--- src/rtl/tmr_err_monitor.sv ---
// Collects TMR voter-mismatch error lines into a sticky source mask and a saturating
// error-cycle counter, and raises an acked level interrupt at a threshold. Define TMR_ERR_MON_SYNC_EN to synchronize err_i.
module tmr_err_monitor #(
  parameter int N_SRC  = 4,
  parameter int CNT_W  = 8,
  parameter int THRESH = 4
) (
  input  logic             clk_i,
  input  logic             rst_ni,
  input  logic [N_SRC-1:0] err_i,
  input  logic             clr_i,
  input  logic             ack_i,
  output logic             irq_o,
  output logic [CNT_W-1:0] err_cnt_o,
  output logic [N_SRC-1:0] err_src_o,
  output logic             sat_o
);

  localparam logic [1:0] ST_IDLE   = 2'd0;
  localparam logic [1:0] ST_PEND   = 2'd1;
  localparam logic [1:0] ST_MASKED = 2'd2;

  localparam logic [CNT_W-1:0] CNT_MAX  = '1;
  localparam logic [CNT_W-1:0] THRESH_C = CNT_W'(THRESH);

  if (THRESH < 1 || THRESH > (1 << CNT_W) - 1) begin : g_thresh_check
    $error("tmr_err_monitor: THRESH must be in 1..2**CNT_W-1");
  end
  if (N_SRC < 1 || N_SRC > 32 || CNT_W < 2 || CNT_W > 16) begin : g_size_check
    $error("tmr_err_monitor: N_SRC or CNT_W out of range");
  end

  logic [N_SRC-1:0] err_s;

`ifdef TMR_ERR_MON_SYNC_EN
  // Two-flop synchronizer per line for error sources from foreign clock domains.
  logic [N_SRC-1:0] sync1_q, sync1_d;
  logic [N_SRC-1:0] sync2_q, sync2_d;

  always_comb begin
    sync1_d = err_i;
    sync2_d = sync1_q;
  end

  always_ff @(posedge clk_i or negedge rst_ni) begin
    if (!rst_ni) begin
      sync1_q <= '0;
      sync2_q <= '0;
    end else begin
      sync1_q <= sync1_d;
      sync2_q <= sync2_d;
    end
  end

  assign err_s = sync2_q;
`else
  assign err_s = err_i;
`endif

  logic             ev;
  logic [1:0]       state_q, state_d;
  logic [CNT_W-1:0] cnt_q, cnt_d;
  logic [N_SRC-1:0] src_q, src_d;
  logic             irq_q, irq_d;
  logic             sat_q, sat_d;

  assign ev = |err_s;

  always_comb begin
    cnt_d = cnt_q;
    src_d = src_q | err_s;
    if (clr_i) begin
      cnt_d = ev ? CNT_W'(1) : '0;
      src_d = err_s;
    end else if (ev && cnt_q != CNT_MAX) begin
      cnt_d = cnt_q + CNT_W'(1);
    end
  end

  // Clear restarts from IDLE but still honours a threshold hit by the clear cycle itself.
  always_comb begin
    state_d = state_q;
    if (clr_i) begin
      state_d = (cnt_d >= THRESH_C) ? ST_PEND : ST_IDLE;
    end else begin
      case (state_q)
        ST_IDLE:   if (cnt_d >= THRESH_C) state_d = ST_PEND;
        ST_PEND:   if (ack_i) state_d = ST_MASKED;
        ST_MASKED: state_d = ST_MASKED;
        default:   state_d = ST_IDLE;
      endcase
    end
    irq_d = (state_d == ST_PEND);
    sat_d = (cnt_d == CNT_MAX);
  end

  always_ff @(posedge clk_i or negedge rst_ni) begin
    if (!rst_ni) begin
      state_q <= ST_IDLE;
      cnt_q   <= '0;
      src_q   <= '0;
      irq_q   <= 1'b0;
      sat_q   <= 1'b0;
    end else begin
      state_q <= state_d;
      cnt_q   <= cnt_d;
      src_q   <= src_d;
      irq_q   <= irq_d;
      sat_q   <= sat_d;
    end
  end

  assign irq_o     = irq_q;
  assign err_cnt_o = cnt_q;
  assign err_src_o = src_q;
  assign sat_o     = sat_q;

endmodule

--- config.mk ---
export PLATFORM = sky130hd
export DESIGN_NAME = tmr_err_monitor
export DESIGN_NICKNAME = d
export VERILOG_FILES = /design/src/rtl/tmr_err_monitor.sv
export SDC_FILE = /design/constraint.sdc
export NUM_CORES = 1
export LEC_CHECK = 0
export ABC_AREA = 0
export CORE_MARGIN = 5
export CORE_UTILIZATION = 30
export CTS_BUF_LIST = sky130_fd_sc_hd__clkbuf_8 sky130_fd_sc_hd__clkbuf_16
export DETAILED_ROUTE_END_ITERATION = 12
export HOLD_SLACK_MARGIN = 0.1
export PLACE_DENSITY = 0.52
export SLEW_MARGIN = 20
export SYNTH_ARGS = -nofsm -noshare
export SYNTH_HDL_FRONTEND = slang
export SYNTH_SLANG_ARGS = --single-unit
--- constraint.sdc ---
create_clock -name clk_i -period 4.6 [get_ports clk_i]
set_input_delay 1.15 -clock clk_i [delete_from_list [all_inputs] [get_ports clk_i]]
set_output_delay 1.15 -clock clk_i [all_outputs]
set_load 0.03 [all_outputs]
==> impl_metrics.csv, run 1 <==
group,metric,value,unit
placement,gp_congestion,0.826,
global_route,grt-ovfl-total,0,
synthesis,avgSynthCellArea,10.0,um^2
floorplan,initial_core_util,31.1,%
sta,tightest_slew,0.732,ns
sta,min_period_over_period,66.9,%
sta,hold_viol_final,0,
setup_path,cp_max_fo,7,
cts,postCtsSetupRepairBufs,0,
setup_path,crit_arrival,3.23,ns
pwr,p_per_area,315,nW/um^2
sta,fmax,0.325,GHz
setup_path,path_class,"in -> reg",
placement,place_hpwl,1.60,mm
setup_path,start_kind,"primary input",
cts,clk_pin_slew,0.07,ns
global_route,antenna_found_initial,0,
drt,wl_per_cell,15.2,um
setup_path,cp_slowest_cell,"or4_1",
cts,clock_sinks,16,
pwr,vdd_drop_max,0.194,mV
setup_path,crit_start,"err_i[0]",
synthesis,yosysWarnings,0,
cells_and_area,mostFrequentLayoutCell,"clkdlybuf4s50_1",
floorplan,die_y,63.3,um
drt,ant_nets,0,
cts,cts_resized,0,
cells_and_area,stdcell_area,1140,um^2
cts,hold_buffers,0,
floorplan,fp-row-count,19,
cells_and_area,multi_input_area,420,um^2
global_route,grt_usage,11.1,%
cells_and_area,syn2layout_area_growth,33.5,%
sta,skew,0.00236,ns
sta,tns,0,ns
cts,tritoncts,"yes",
setup_path,timing.rr.start,"err_cnt_o[5]$_DFF_PN0_",
setup_path,cpPeakStageDelay,0.67,ns
synthesis,synth.area.top_cells,"dfrtp_1, nor2_1, nand4_1, a211oi_1, a21o_1",
drt,drtPass1Iterations,4,
drt,drc,0,
cts,numCtsBuffers,3,
global_route,grt_max_degree,17,
synthesis,syn_area,851,um^2
synthesis,synth_edf_count,0,
drt,viasPerCell,5.28,
pwr,total_leakage_power,0.452,nW
cells_and_area,fillCellCount,272,
cells_and_area,drive_above_1_share,10.4,%
sta,max_slew_margin,51.0,%
cts,insertion_delay,0.25,ns
placement,place_area,1080,um^2
drt,wirelength,2.09,mm
flow_run,drv_cap,0,
synthesis,synthesis.nets,94,
global_route,grt_pass1_vias,762,
sta,setup_violations,0,
worst_hold_path,hp-class,"reg -> reg",
cts,clockBufferDepth,2,
setup_path,crit_chain,"clkdlybuf4s50_1, or4_1, and3_4, a311oi_2, o211ai_1, nor4_2",
floorplan,dieArea,4000,um^2
placement,numPortBuffers,21,
drt,vias,724,
setup_path,cp-endpoint,"sat_o$_DFF_PN0_",
floorplan,dieWidth,63.3,um
synthesis,synthCells,85,
sta,rsz0062_at_grt,"no",
synthesis,ys_ff_latch,16,
floorplan,io_pins,22,
synthesis,synthArstFlopShare,100,%
floorplan,core_area,2730,um^2
pwr,finalPower,0.358,mW
sta,slew_violations,0,
synthesis,ys_seq_area_share,47.1,%
synthesis,synth_top_area_share,47.1,%
cts,cts-root-buf,"clkbuf_8",
cells_and_area,final_cell_mix,"clkdlybuf4s50_1, dfrtp_1, nor2_1, nand2_1",
synthesis,synth_area_leader_cell,"dfrtp_1",
sta,fin_hold_ws,0.488,ns
run_status,outcome,"complete, no violations",
setup_path,crit_required,4.76,ns
cells_and_area,seq_area,400,um^2
setup_path,worstRegToRegCells,5,
synthesis,ys.flop_type,"dfrtp_1",
setup_path,worstSetupEndpointType,"flip-flop",
setup_path,r2r_slack,2.58,ns
cells_and_area,diodes,0,
cells_and_area,final_nets,116,
setup_path,timing.rr.end,"irq_o$_DFF_PN0_",
cts,ctsHtreeMaxLevel,1,
synthesis,ys_types,37,
drt,drt_iter0_drc,18,
sta,period_needed,3.08,ns
global_route,grt_pass1_wl,3.59,mm
-- synthesized netlist by cell type (2+ instances only) --
cell and instances:
o211ai_1 3, buf_2 2, inv_1 2, dfrtp_1 16, o21a_1 2, nand2_1 6
nand3_1 3, nand4_1 4, a21o_1 3, nor2_1 8, a31oi_1 3, nor3_1 3
and4_1 2, a211oi_1 3, mux2_2 2, a21oi_1 2
-- critical path: cells and delay by family --
kind | cells | cell delay, ns
simple gates | 3 | 1.14
compound gates | 2 | 0.50
buf+inv | 1 | 0.44
-- worst min path at each step --
stage	slack, ns	endpoint	from	cells past startpoint
after floorplan	0.56	state_q[1]$_DFF_PN0_	state_q[0]$_DFF_PN0_	2
after global placement	0.47	err_src_o[3]$_DFF_PN0_	err_src_o[3]$_DFF_PN0_	1
after detailed placement	0.47	err_src_o[3]$_DFF_PN0_	err_src_o[3]$_DFF_PN0_	1
after CTS	0.49	err_src_o[0]$_DFF_PN0_	err_src_o[0]$_DFF_PN0_	1
after global routing	0.51	err_src_o[0]$_DFF_PN0_	err_src_o[0]$_DFF_PN0_	1
final	0.49	err_src_o[0]$_DFF_PN0_	err_src_o[0]$_DFF_PN0_	1
-- layout make-up --
class                      instances  area share, %
clock buffer                       4           4.85
inverter                           3          0.991
multi-input combinational         62           37.0
sequential                        16           35.2
tap                               31           3.41
timing repair buffer              21           18.5
-- sequential cells by signal (all words and copies together), names as in the netlist --
signal	flops
err_cnt_o	8
err_src_o	4
state_q	2
irq_o	1
sat_o	1
-- power by group --
group | internal (mW) | switching, mW
logic | 0.0307 | 0.0400
clock network | 0.0760 | 0.0507
registers | 0.151 | 0.00972
total | 0.258 | 0.100
-- cells by family after synthesis --
kind of cell	count (synthesis)	share of synthesized area, %
adders and majority gates	1	1.47
and+or+nand+nor	35	23.2
DFF	16	47.1
AOI/OAI and AO/OA	21	18.8
muxes	3	3.82
buffers and inverters	7	3.53
xor gates and xnor gates	2	2.06
-- metrics by stage --
stage,std cells,setup slack [ns],util [%]
finish,137,1.52,41.6
detailed placement,133,1.26,39.5
global placement,133,1.29,39.5
CTS,137,1.53,41.6
floorplan,85,1.89,-
global route,137,1.43,41.6
-- routing by layer --
layer  GRT usage [%]  wire (um)
met5               0          0
met4            3.12         12
met3            5.15        168
met2            16.0        922
met1            14.9        982
(Power assumes the default switching activity.)
==> inputs of run 2 (changes only) <==
clock period = 3.1 ns   (was 4.6 ns; I/O delays follow)
==> impl_metrics.csv, run 2 (synthesis gave the netlist of run 1 again) <==
group,metric,value,unit
run_status,outcome,"complete, no violations",
worst_hold_path,worst_hold_path.endpoint,"err_src_o[2]$_DFF_PN0_",
setup_path,worstRegToRegCells,5,
sta,rsz0062_at_grt,"no",
sta,period_needed,2.68,ns
drt,wirelength,2.01,mm
cts,clockBufferDepth,2,
setup_path,cp.buffers_inverters,1,
pwr,seqPwrFrac,45.0,%
setup_path,start_kind,"primary input",
pwr,p_per_area,455,nW/um^2
setup_path,cp_max_fo,7,
cts,clock_sinks,16,
placement,gp_congestion,0.799,
setup_path,cpPeakStageDelay,0.67,ns
setup_path,timing.rr.end,"irq_o$_DFF_PN0_",
drt,wl_per_cell,14.2,um
cts,postCtsSetupRepairBufs,0,
worst_hold_path,hp-start,"err_src_o[2]$_DFF_PN0_",
cells_and_area,final_cell_mix,"clkdlybuf4s50_1, dfrtp_1, nor2_1, nand2_1",
cts,hold_buffers,0,
pwr,total_leakage_power,0.473,nW
setup_path,worstSetupEndpointType,"flip-flop",
sta,skew,0.00102,ns
pwr,p_int,0.384,mW
floorplan,dieWidth,63.3,um
setup_path,path_class,"in -> reg",
drt,drt_iter0_drc,13,
setup_path,crit_family,"simple AND/OR/NAND/NOR gates",
floorplan,initial_core_util,31.1,%
pwr,swShare,27.5,%
placement,place_hpwl,1.54,mm
setup_path,timing.rr.start,"err_cnt_o[5]$_DFF_PN0_",
cells_and_area,mostFrequentLayoutCell,"clkdlybuf4s50_1",
global_route,antenna_found_initial,0,
cts,ctsHtreeMaxLevel,1,
pwr,finalPower,0.530,mW
setup_path,r2r_slack,1.16,ns
sta,fmax,0.373,GHz
setup_path,cp_slowest_cell,"or4_1",
setup_path,crit_arrival,2.84,ns
setup_path,crit_required,3.26,ns
cells_and_area,final_nets,120,
cells_and_area,drive_above_1_share,13.6,%
sta,tightest_slew,0.704,ns
floorplan,core_area,2730,um^2
cts,tritoncts,"yes",
cts,cts-root-buf,"clkbuf_8",
sta,hold_viol_final,0,
sta,slew_violations,0,
sta,setup_violations,0,
global_route,grt_pass1_vias,771,
global_route,grt_pass1_wl,3.59,mm
cells_and_area,diodes,0,
drt,ant_nets,0,
worst_hold_path,hp-class,"reg -> reg",
sta,max_slew_margin,52.9,%
floorplan,io_pins,22,
floorplan,fp-row-count,19,
cells_and_area,largest_reg_flops,8,
sta,min_period_over_period,86.4,%
cts,cts_resized,0,
global_route,grt_max_degree,17,
placement,numPortBuffers,21,
cts,numCtsBuffers,3,
cts,insertion_delay,0.25,ns
pwr,clkPwrFrac,35.0,%
global_route,grt_usage,10.9,%
cts,clk_pin_slew,0.06,ns
cells_and_area,syn2layout_area_growth,37.1,%
pwr,p_switching,0.146,mW
drt,drtPass1Iterations,4,
pwr,vdd_drop_max,0.239,mV
drt,drc,0,
setup_path,crit_chain,"clkdlybuf4s50_1, or4_1, and3_4, a311oi_2, o211ai_1, nor4_2",
pwr,p_comb_share,19.9,%
floorplan,die_y,63.3,um
global_route,grt-ovfl-total,0,
drt,vias,756,
sta,tns,0,ns
worst_hold_path,worstHoldPathCells,1,
floorplan,dieArea,4000,um^2
flow_run,drv_cap,0,
drt,viasPerCell,5.36,
run 2: worst reg2reg max path, delay by kind of cell (launching register included):
family / cells / cell delay (ns)
and+or+nand+nor: 2 / 0.53
AOI/OAI and AO/OA: 2 / 0.39
DFF: 1 / 0.48
muxes: 1 / 0.40
run 2: final cells by class:
class | instances | area [um^2]
Tap cell | 31 | 38.8
Timing Repair Buffer | 25 | 240
Inverter | 3 | 11.3
Clock buffer | 4 | 55.1
Fill cell | 264 | 1570
Sequential cell | 16 | 400
Multi-Input combinational cell | 62 | 420
run 2: power by group through the flow:
stage	logic (mW)	clock network, mW	registers [mW]
2_1_floorplan	0.0360	0	0.263
3_3_place_gp	0.107	0	0.242
3_5_place_dp	0.108	0	0.242
4_1_cts	0.108	0.193	0.239
5_1_grt	0.116	0.201	0.241
6_report	0.106	0.186	0.239
run 2: layer usage:
metal | GRT usage, % | vias to the layer above | share of wire (%)
met5 | 0 | - | 0
met4 | 1.56 | 0 | 0
met3 | 4.62 | 0 | 7.0
met2 | 16.3 | 23 | 44
met1 | 15.1 | 364 | 49
li1 | - | 369 | -
run 2: how the worst max path moves through the flow:
stage | startpoint | end | slack, ns | depth (start not counted)
6_report | err_i[0] | sat_o$_DFF_PN0_ | 0.42 | 6
5_1_grt | err_i[0] | sat_o$_DFF_PN0_ | 0.31 | 6
4_1_cts | err_i[0] | sat_o$_DFF_PN0_ | 0.41 | 6
3_5_place_dp | err_i[0] | sat_o$_DFF_PN0_ | 0.14 | 6
3_3_place_gp | err_i[0] | sat_o$_DFF_PN0_ | 0.24 | 6
2_1_floorplan | err_i[0] | sat_o$_DFF_PN0_ | 0.76 | 6
run 2: stage by stage:
step / setup slack, ns / utilization [%] / hold slack [ns] / cell area (um^2) / instances
floorplan: 0.765 / - / 0.479 / 851 / 85
global placement: 0.237 / 40.6 / 0.467 / 1110 / 137
detailed placement: 0.144 / 40.6 / 0.472 / 1110 / 137
CTS: 0.414 / 42.7 / 0.492 / 1170 / 141
global route: 0.314 / 42.7 / 0.510 / 1170 / 141
finish: 0.420 / 42.7 / 0.488 / 1170 / 141
